<file path="src/rtl/ex_muldiv.sv">
// ex_muldiv: iterative MULT/MULTU (shift-add) and DIV/DIVU (restoring) unit; owns HI/LO.
// Latency: start accepted at E0, 32 CALC edges, FIX writes HI/LO at E33; MTHI/MTLO take 1 edge.
// Backpressure: never aborts an in-flight op; raises stall = busy & (start | hilo_rd) so upstream re-presents.
// Build option: define MULDIV_DIV_EN to include the divider; without it DIV/DIVU are silent no-ops.

module ex_muldiv #(
    parameter int ITER = 32
) (
    input  logic        clock,
    input  logic        reset,
    input  logic        start,
    input  logic [2:0]  op,
    input  logic [31:0] a,
    input  logic [31:0] b,
    input  logic        flush,
    input  logic        hilo_rd,
    output logic        busy,
    output logic        stall,
    output logic        done,
    output logic [31:0] hi,
    output logic [31:0] lo
);

    localparam int             CW       = (ITER > 1) ? $clog2(ITER) : 1;
    localparam logic [CW-1:0]  LAST_CNT = CW'(ITER - 1);

    localparam logic [2:0] OP_MULT  = 3'b000;
    localparam logic [2:0] OP_MULTU = 3'b001;
    localparam logic [2:0] OP_DIV   = 3'b010;
    localparam logic [2:0] OP_DIVU  = 3'b011;
    localparam logic [2:0] OP_MTHI  = 3'b100;
    localparam logic [2:0] OP_MTLO  = 3'b101;

    typedef enum logic [1:0] {
        S_IDLE = 2'd0,
        S_CALC = 2'd1,
        S_FIX  = 2'd2
    } state_t;

    state_t          r_state;
    logic [CW-1:0]   r_count;
    logic [63:0]     r_acc;      // product, or remainder:quotient
    logic [31:0]     r_mcand;    // multiplicand / divisor magnitude (|b|)
    logic [31:0]     r_mplr;     // multiplier / dividend magnitude (|a|), consumed by shifting
    logic            r_neg_res;  // negate product or quotient in FIX
    logic            r_busy;
    logic            r_done;
    logic [31:0]     r_hi;
    logic [31:0]     r_lo;
`ifdef MULDIV_DIV_EN
    logic            r_is_div;
    logic            r_neg_rem;  // remainder follows the dividend sign
    logic            r_dz;       // divide by zero: result is forced in FIX
    logic [31:0]     r_a_raw;    // raw dividend, returned in HI on divide by zero
`endif

    logic            w_accept;
    logic            w_is_mul;
    logic            w_is_div;
    logic            w_stall_src;
    logic            w_signed;
    logic            w_sa;
    logic            w_sb;
    logic [31:0]     w_mag_a;
    logic [31:0]     w_mag_b;
    logic [31:0]     w_mul_add;
    logic [32:0]     w_mul_sum;
    logic [63:0]     w_mul_next;
    logic [63:0]     w_prod;
`ifdef MULDIV_DIV_EN
    logic [32:0]     w_rem_sh;
    logic [32:0]     w_trial;
    logic            w_q_bit;
    logic [63:0]     w_div_next;
    logic [31:0]     w_quot;
    logic [31:0]     w_rem;
`endif

    // A flushed instruction in EX is a bubble; start is only honoured without flush.
    assign w_accept = start & ~flush;
    assign w_is_mul = (op == OP_MULT) | (op == OP_MULTU);

`ifdef MULDIV_DIV_EN
    assign w_is_div    = (op == OP_DIV) | (op == OP_DIVU);
    assign w_stall_src = start;
`else
    // Without a divider, DIV/DIVU do nothing, so they have no reason to wait either.
    assign w_is_div    = 1'b0;
    assign w_stall_src = start & ~((op == OP_DIV) | (op == OP_DIVU));
`endif

    // MULT and DIV have op[0]=0; only those look at operand signs.
    assign w_signed = ~op[0];
    assign w_sa     = w_signed & a[31];
    assign w_sb     = w_signed & b[31];
    assign w_mag_a  = w_sa ? (~a + 32'd1) : a;
    assign w_mag_b  = w_sb ? (~b + 32'd1) : b;

    // Shift-add step: add multiplicand into the top 33 bits, then shift the whole accumulator right.
    assign w_mul_add  = r_mplr[0] ? r_mcand : 32'd0;
    assign w_mul_sum  = {1'b0, r_acc[63:32]} + {1'b0, w_mul_add};
    assign w_mul_next = {w_mul_sum, r_acc[31:1]};
    assign w_prod     = r_neg_res ? (~r_acc + 64'd1) : r_acc;

`ifdef MULDIV_DIV_EN
    // Restoring step: remainder < divisor, so the 33-bit shifted remainder minus divisor
    // always fits a 33-bit signed value and bit 32 is its sign.
    assign w_rem_sh   = {r_acc[63:32], r_mplr[31]};
    assign w_trial    = w_rem_sh - {1'b0, r_mcand};
    assign w_q_bit    = ~w_trial[32];
    assign w_div_next = {(w_q_bit ? w_trial[31:0] : w_rem_sh[31:0]), r_acc[30:0], w_q_bit};
    assign w_quot     = r_neg_res ? (~r_acc[31:0] + 32'd1) : r_acc[31:0];
    assign w_rem      = r_neg_rem ? (~r_acc[63:32] + 32'd1) : r_acc[63:32];
`endif

    assign busy  = r_busy;
    assign done  = r_done;
    assign hi    = r_hi;
    assign lo    = r_lo;
    assign stall = r_busy & (w_stall_src | hilo_rd);

    // Sequencer: accepts ops in IDLE, iterates in CALC, sign-fixes and commits HI/LO in FIX.
    always_ff @(posedge clock) begin
        if (reset) begin
            r_state   <= S_IDLE;
            r_count   <= '0;
            r_acc     <= '0;
            r_mcand   <= '0;
            r_mplr    <= '0;
            r_neg_res <= 1'b0;
            r_busy    <= 1'b0;
            r_done    <= 1'b0;
            r_hi      <= '0;
            r_lo      <= '0;
`ifdef MULDIV_DIV_EN
            r_is_div  <= 1'b0;
            r_neg_rem <= 1'b0;
            r_dz      <= 1'b0;
            r_a_raw   <= '0;
`endif
        end else begin
            r_done <= 1'b0;
            case (r_state)
                S_IDLE: begin
                    if (w_accept && (w_is_mul || w_is_div)) begin
                        r_acc     <= '0;
                        r_count   <= '0;
                        r_mcand   <= w_mag_b;
                        r_mplr    <= w_mag_a;
                        r_neg_res <= w_sa ^ w_sb;
                        r_busy    <= 1'b1;
                        r_state   <= S_CALC;
`ifdef MULDIV_DIV_EN
                        r_is_div  <= w_is_div;
                        r_neg_rem <= w_sa;
                        r_dz      <= (b == 32'd0);
                        r_a_raw   <= a;
`endif
                    end else if (w_accept && (op == OP_MTHI)) begin
                        r_hi <= a;
                    end else if (w_accept && (op == OP_MTLO)) begin
                        r_lo <= a;
                    end
                end
                S_CALC: begin
`ifdef MULDIV_DIV_EN
                    if (r_is_div) begin
                        r_acc  <= w_div_next;
                        r_mplr <= {r_mplr[30:0], 1'b0};
                    end else begin
                        r_acc  <= w_mul_next;
                        r_mplr <= {1'b0, r_mplr[31:1]};
                    end
`else
                    r_acc  <= w_mul_next;
                    r_mplr <= {1'b0, r_mplr[31:1]};
`endif
                    if (r_count == LAST_CNT) begin
                        r_count <= '0;
                        r_state <= S_FIX;
                    end else begin
                        r_count <= r_count + 1'b1;
                    end
                end
                S_FIX: begin
`ifdef MULDIV_DIV_EN
                    if (r_is_div) begin
                        if (r_dz) begin
                            r_hi <= r_a_raw;
                            r_lo <= 32'hFFFF_FFFF;
                        end else begin
                            r_hi <= w_rem;
                            r_lo <= w_quot;
                        end
                    end else begin
                        r_hi <= w_prod[63:32];
                        r_lo <= w_prod[31:0];
                    end
`else
                    r_hi <= w_prod[63:32];
                    r_lo <= w_prod[31:0];
`endif
                    r_done  <= 1'b1;
                    r_busy  <= 1'b0;
                    r_state <= S_IDLE;
                end
                default: begin
                    r_busy  <= 1'b0;
                    r_state <= S_IDLE;
                end
            endcase
        end
    end

endmodule
</file>
<file path="config.mk">
export PLATFORM = sky130hd
export DESIGN_NAME = ex_muldiv
export DESIGN_NICKNAME = d
export VERILOG_FILES = /design/src/rtl/ex_muldiv.sv
export SDC_FILE = /design/constraint.sdc
export NUM_CORES = 1
export LEC_CHECK = 0
export ABC_CLOCK_PERIOD_IN_PS = 3800
export BUFFER_PORTS_ARGS = -buffer_cell sky130_fd_sc_hd__buf_2
export CORE_ASPECT_RATIO = 1.2
export CORE_MARGIN = 3
export CORE_UTILIZATION = 40
export DETAILED_ROUTE_END_ITERATION = 8
export REMOVE_ABC_BUFFERS = 1
export SETUP_SLACK_MARGIN = 0.02
export SYNTH_ARGS = -nofsm -noshare
export SYNTH_HDL_FRONTEND = slang
export SYNTH_SLANG_ARGS = --single-unit
</file>
<file path="constraint.sdc">
create_clock -name clock -period 3.8 [get_ports clock]
set_input_delay 0.76 -clock clock [delete_from_list [all_inputs] [get_ports clock]]
set_output_delay 0.76 -clock clock [all_outputs]
set_load 0.03 [all_outputs]
</file>
# After elaboration in Yosys (flattened, before gate mapping)
# Index checks and enable logic that the tools add are counted.
[classes] n_addsub=5 n_bitwise=16 n_eq_ne=14 reduce_logical=13 mux=24
[ops] cell="32-bit 2-to-1 mux" count=9
[ops] cell="32-bit one-hot mux with 2 select lines" count=3
[ops] cell="64-bit 2-to-1 mux" count=2
[ops] cell="64-bit one-hot mux with 2 select lines" count=1
[ops] cell="32-bit by 1-bit adder with 32-bit output (second input constant)" count=2
[ops] cell="64-bit by 1-bit adder with 64-bit output (second input constant)" count=1
[ops] cell="32-bit inverter" count=2
[ops] cell="64-bit inverter" count=1
[ops] cell="32-bit by 32-bit adder with 33-bit output" count=1
[ops] cell="2-bit inequality test (second input constant)" count=6
[ops] cell="5-bit 2-to-1 mux" count=2
[ops] cell="5-bit one-hot mux with 2 select lines" count=1
[ops] cell="2-bit AND reduction" count=4
[ops] cell="3-bit by 2-bit equality test with 1-bit output (second input constant)" count=2
[ops] cell="3-bit equality test (second input constant)" count=2
[ops] cell="5-bit by 1-bit adder with 5-bit output (second input constant)" count=1
[ops] cell="1-bit bitwise AND" count=5
[ops] cell="5-bit equality test (second input constant)" count=1
[ops] cell="2-bit 2-to-1 mux" count=2
[ops] cell="1-bit inverter" count=4
[ops] cell="2-bit one-hot mux with 2 select lines" count=1
[ops] cell="4-bit AND reduction" count=1
[ops] cell="2-bit nonzero test" count=2
[ops] cell="3-bit by 1-bit equality test with 1-bit output (second input constant)" count=1
[ops] cell="10 further kinds" count=15
[totals] output_inout_bits=67 word_cells=82 register_bits=202

# Longest topological paths before layout
[depth] depth_word=7 depth_mapped=12 mapped_depth_nobuf=11

# Least setup slack after synthesis
# OpenSTA, ideal clock, no wires.
[synth_path] path_kind="reg2reg" startpoint="reg r_mplr[0]" endpoint="reg r_acc[57]" path_stages_with_launch=13 setup_slack_ns=0.727 n_path_buf=1 required_ns=3.683 arrival_ns=2.955 setup_ns=0.117 path_cell_list="dfxtp_1 > clkbuf_1 > and2_1 > ha_1 > inv_1 > fa_1 > nand2b_1 > a21oi_1 > o2111ai_1 > a2111oi_0 > o21ai_0 > a21o_1 > a32o_1"
[synth_via] elab_chain_cells=3
[synth_lines] element="from (decl)" line_no="44" source="logic [31:0] r_mplr;"
[synth_lines] element="from (signal assigned)" line_no="149" source="r_mplr <= w_mag_a;"
[synth_lines] element="from (signal assigned)" line_no="176" source="r_mplr <= {1'b0, r_mplr[31:1]};"
[synth_lines] element="32-bit 2-to-1 mux" line_no="100" source="assign w_mul_add = r_mplr[0] ? r_mcand : 32'd0;"
[synth_lines] element="32-bit by 32-bit adder with 33-bit output" line_no="101" source="assign w_mul_sum = {1'b0, r_acc[63:32]} + {1'b0, w_mul_add};"
[synth_lines] element="64-bit one-hot mux with 2 select lines" line_no="143" source="case (r_state)"
[synth_lines] element="to (signal assigned)" line_no="175" source="r_acc <= w_mul_next;"
[synth_lines] element="to (decl)" line_no="42" source="logic [63:0] r_acc;"
# Every way passes these cells.
# A chain may end at the register's enable or synchronous reset.

# Worst setup path in the final report
[layout_path] startpoint="reg r_acc[32]" endpoint="reg r_acc[57]"
[layout_via] elab_chain_cells=2
[layout_lines] element="32-bit by 32-bit adder with 33-bit output" line_no="101"
[layout_lines] element="64-bit one-hot mux with 2 select lines" line_no="143"
# Every way passes these cells.

==> flow_metrics.env <==
export IMPL_cp_slowest_cell="dfxtp_1"
export IMPL_r2r_start="r_acc[32]"
export IMPL_min_delay_path_depth=2
export IMPL_cts_resized=0
export IMPL_worstPathArrival_ps=3630
export IMPL_clk_path_buf_depth=3
export IMPL_overflow=0
export IMPL_min_from="hi[2]"
export IMPL_clk_latency_ps=520
export IMPL_track_usage_pct=23.16
export IMPL_port_buffers=138
export IMPL_relSlewSlack_pct=36.71
export IMPL_reg2reg_setup_slack_ps=580
export IMPL_setup_violations=0
export IMPL_drc_errors=0
export IMPL_drt_iter0_markers=1188
export IMPL_power_density_nw_per_um2=340.7
export IMPL_cts_hold_buf=0
export IMPL_fin_crit_ps=3217
export IMPL_max_cap_violations=0
export IMPL_fin_tns_setup_ps=0
export IMPL_ant_nets=0
export IMPL_fmax_mhz=310.9
export IMPL_drtPass1Iterations=6
export IMPL_final_common_cell="nor2_1"
export IMPL_finalCritPeriodShare_pct=84.65
export IMPL_avgSynthCellArea_um2=7.695
export IMPL_die_w_um=167.6
export IMPL_diodes=0
export IMPL_synth_ff_type="dfxtp_1"
export IMPL_slew_viol_final=0
export IMPL_cts_root_buffer="clkbuf_16"
export IMPL_num_nets_final=1820
export IMPL_core_area_um2=30650
export IMPL_areaGrowthSynthToFinish_pct=14.56
export IMPL_post_cts_buffers=0
export IMPL_die_h_um=199.9
export IMPL_r2r_cells=12
export IMPL_outcome="completed"
export IMPL_synth_cells=1628
export IMPL_synth_edff_count=0
export IMPL_synth_ff_latch_count=202
export IMPL_final_cell_mix="nor2_1, dfxtp_1, nand2_1, buf_2, a21oi_1"
export IMPL_cp_cell_sequence="ha_1, inv_1, fa_1, nand2b_1, a21oi_1, buf_4, o2111ai_1, a2111oi_0, buf_4, o21ai_0, a21o_1, a32o_1"
export IMPL_cp_start_kind="flip-flop"
export IMPL_fin_skew_ps=11.35
export IMPL_gp_congestion=0.9070
export IMPL_dieArea_um2=33490
export IMPL_viasPerCell=5.854
export IMPL_power_leakage_nw=5.604
export IMPL_cts_tree="done"
export IMPL_h_tree_depth=1
export IMPL_vias=12430
export IMPL_grt_pass1_wl_mm=63.39
export IMPL_path_delay_family="compound AO/OA/AOI/OAI gates"
export IMPL_netlist_area_um2=12530
export IMPL_finalWorstSetupSlack_ps=583.3
export IMPL_grt_max_degree=58
export IMPL_rsz0062_at_grt="false"
export IMPL_wl_per_cell_um=19.21
export IMPL_async_flop_share_pct=0
export IMPL_cpMostUsedCell="buf_4"
export IMPL_num_rows=70
export IMPL_ys_warn_count=0
export IMPL_cts_made_buffers=24
export IMPL_preCtsSetupSlack_ps=622.8
export IMPL_hold_violations=0
export IMPL_min_path_type="flip-flop to flip-flop"
export IMPL_antenna_found_initial=0
export IMPL_yosysSeqAreaShare_pct=32.28
export IMPL_crit_buf_inv=3
export IMPL_crit_path_end_kind="flip-flop"
export IMPL_r2r_end="r_acc[57]"
export IMPL_clock_sinks=202
export IMPL_grt_pass1_vias=11470
export IMPL_path_class="flip-flop to flip-flop"
export IMPL_start_util_pct=40.87
export IMPL_power_mw=4.889
export IMPL_hpwl_mm=30.77
export IMPL_ios=139
export IMPL_fillers=3130
export IMPL_wl_mm=40.79
export IMPL_min_to="hi[2]"
export IMPL_required_ps=4210
export IMPL_max_stage_delay_ps=520
export IMPL_worst_slew_pin_slew_ps=949.4
export IMPL_path_clk_slew_ps=60
export IMPL_drive_above_1_share_pct=13.84
export IMPL_synth_distinct_cells=72
export IMPL_peakVddDrop_v=0.0003514
export IMPL_cp_max_fo=8
==> logic make-up after synthesis <==
family	share of synthesized area [%]
AO/OA/AOI/OAI	27.06
XOR/XNOR	8.670
adder cells (fa/ha/maj)	3.855
buffers and inverters	4.425
flip-flops	32.28
multiplexers	0.07991
AND/OR/NAND/NOR	23.63
==> where the power goes <==
part / total, mW / internal [mW] / switching, mW
Sequential: 2.17 / 2.15 / 0.0181
Combinational: 0.395 / 0.131 / 0.264
Clock: 2.33 / 1.42 / 0.910
Total: 4.89 / 3.70 / 1.19
==> routing by layer <==
layer	vias up	part of all wire, %	GRT usage (%)
met5	-	0	0
met4	0	2.0	5.790
met3	46	6.1	2.580
met2	393	49	41.16
li1	6157	-	-
met1	5832	43	30.27
==> Yosys cell counts, types with 6 or more instances <==
cell type	instances	area share, %
or3_1	25	1.2
nor2b_1	6	0.30
nor4_1	13	0.65
and3_1	12	0.60
xnor2_1	62	4.3
nor3_1	36	1.4
o21a_1	8	0.48
o21ai_0	113	4.5
and2_1	35	1.7
or4_1	20	1.2
a222oi_1	25	2.0
o41ai_1	14	0.98
xor2_1	62	4.3
nand2b_1	18	0.90
a21o_1	15	0.90
clkbuf_1	105	3.1
nand4_1	24	1.2
nand4b_1	6	0.42
nor2_1	224	6.7
a311oi_1	14	0.98
nand2_1	137	4.1
a21oi_1	121	4.8
o31ai_1	23	1.4
a22oi_1	44	2.6
a31oi_1	17	0.85
nand3_1	28	1.1
a211oi_1	41	2.5
buf_1	8	0.24
inv_1	29	0.87
dfxtp_1	202	32
ha_1	37	3.7
a221oi_1	8	0.56
or2_2	6	0.30
==> metrics by stage <==
stage               hold WS (ps)  utilization [%]  cells  instance area [µm²]
floorplan                  421.2                -   1512                12080
global placement           439.9            44.22   2080                13560
detailed placement         444.4            44.22   2080                13560
CTS                        452.6            46.82   2123                14350
global route               481.5            46.82   2123                14350
finish                     451.1            46.82   2123                14350
==> worst min-delay path, stage by stage (launching register included) <==
cell	delay, ps
dfxtp_1	310
nand2_1	50
a21oi_1	50
==> layout make-up <==
class	instances	area, µm²	share of cell area (%)
clock inverter	6	85.08	0.5928
timing repair buffer	172	952.2	6.635
clock buffer	37	710.7	4.952
tap	396	495.5	3.452
sequential	202	4045	28.19
multi-input combinational	1281	7954	55.42
inverter	29	108.9	0.7585
==> worst max path at each step <==
stage	cells after the start	end	startpoint
final	12	r_acc[57]	r_acc[32]
after global routing	13	r_acc[57]	r_mplr[0]
after CTS	13	r_acc[57]	r_mplr[0]
after detailed placement	11	r_mplr[24]	a[0]
after global placement	8	r_mcand[30]	b[10]
after floorplan	4	r_mplr[18]	op[2]
==> registers in the layout, indices dropped and copies added, names as in the netlist, 2 cells and up <==
signal	flops
hi	32
lo	32
r_acc	64
r_count	5
r_mcand	32
r_mplr	32
r_state	2
(Power assumes the default switching activity.)
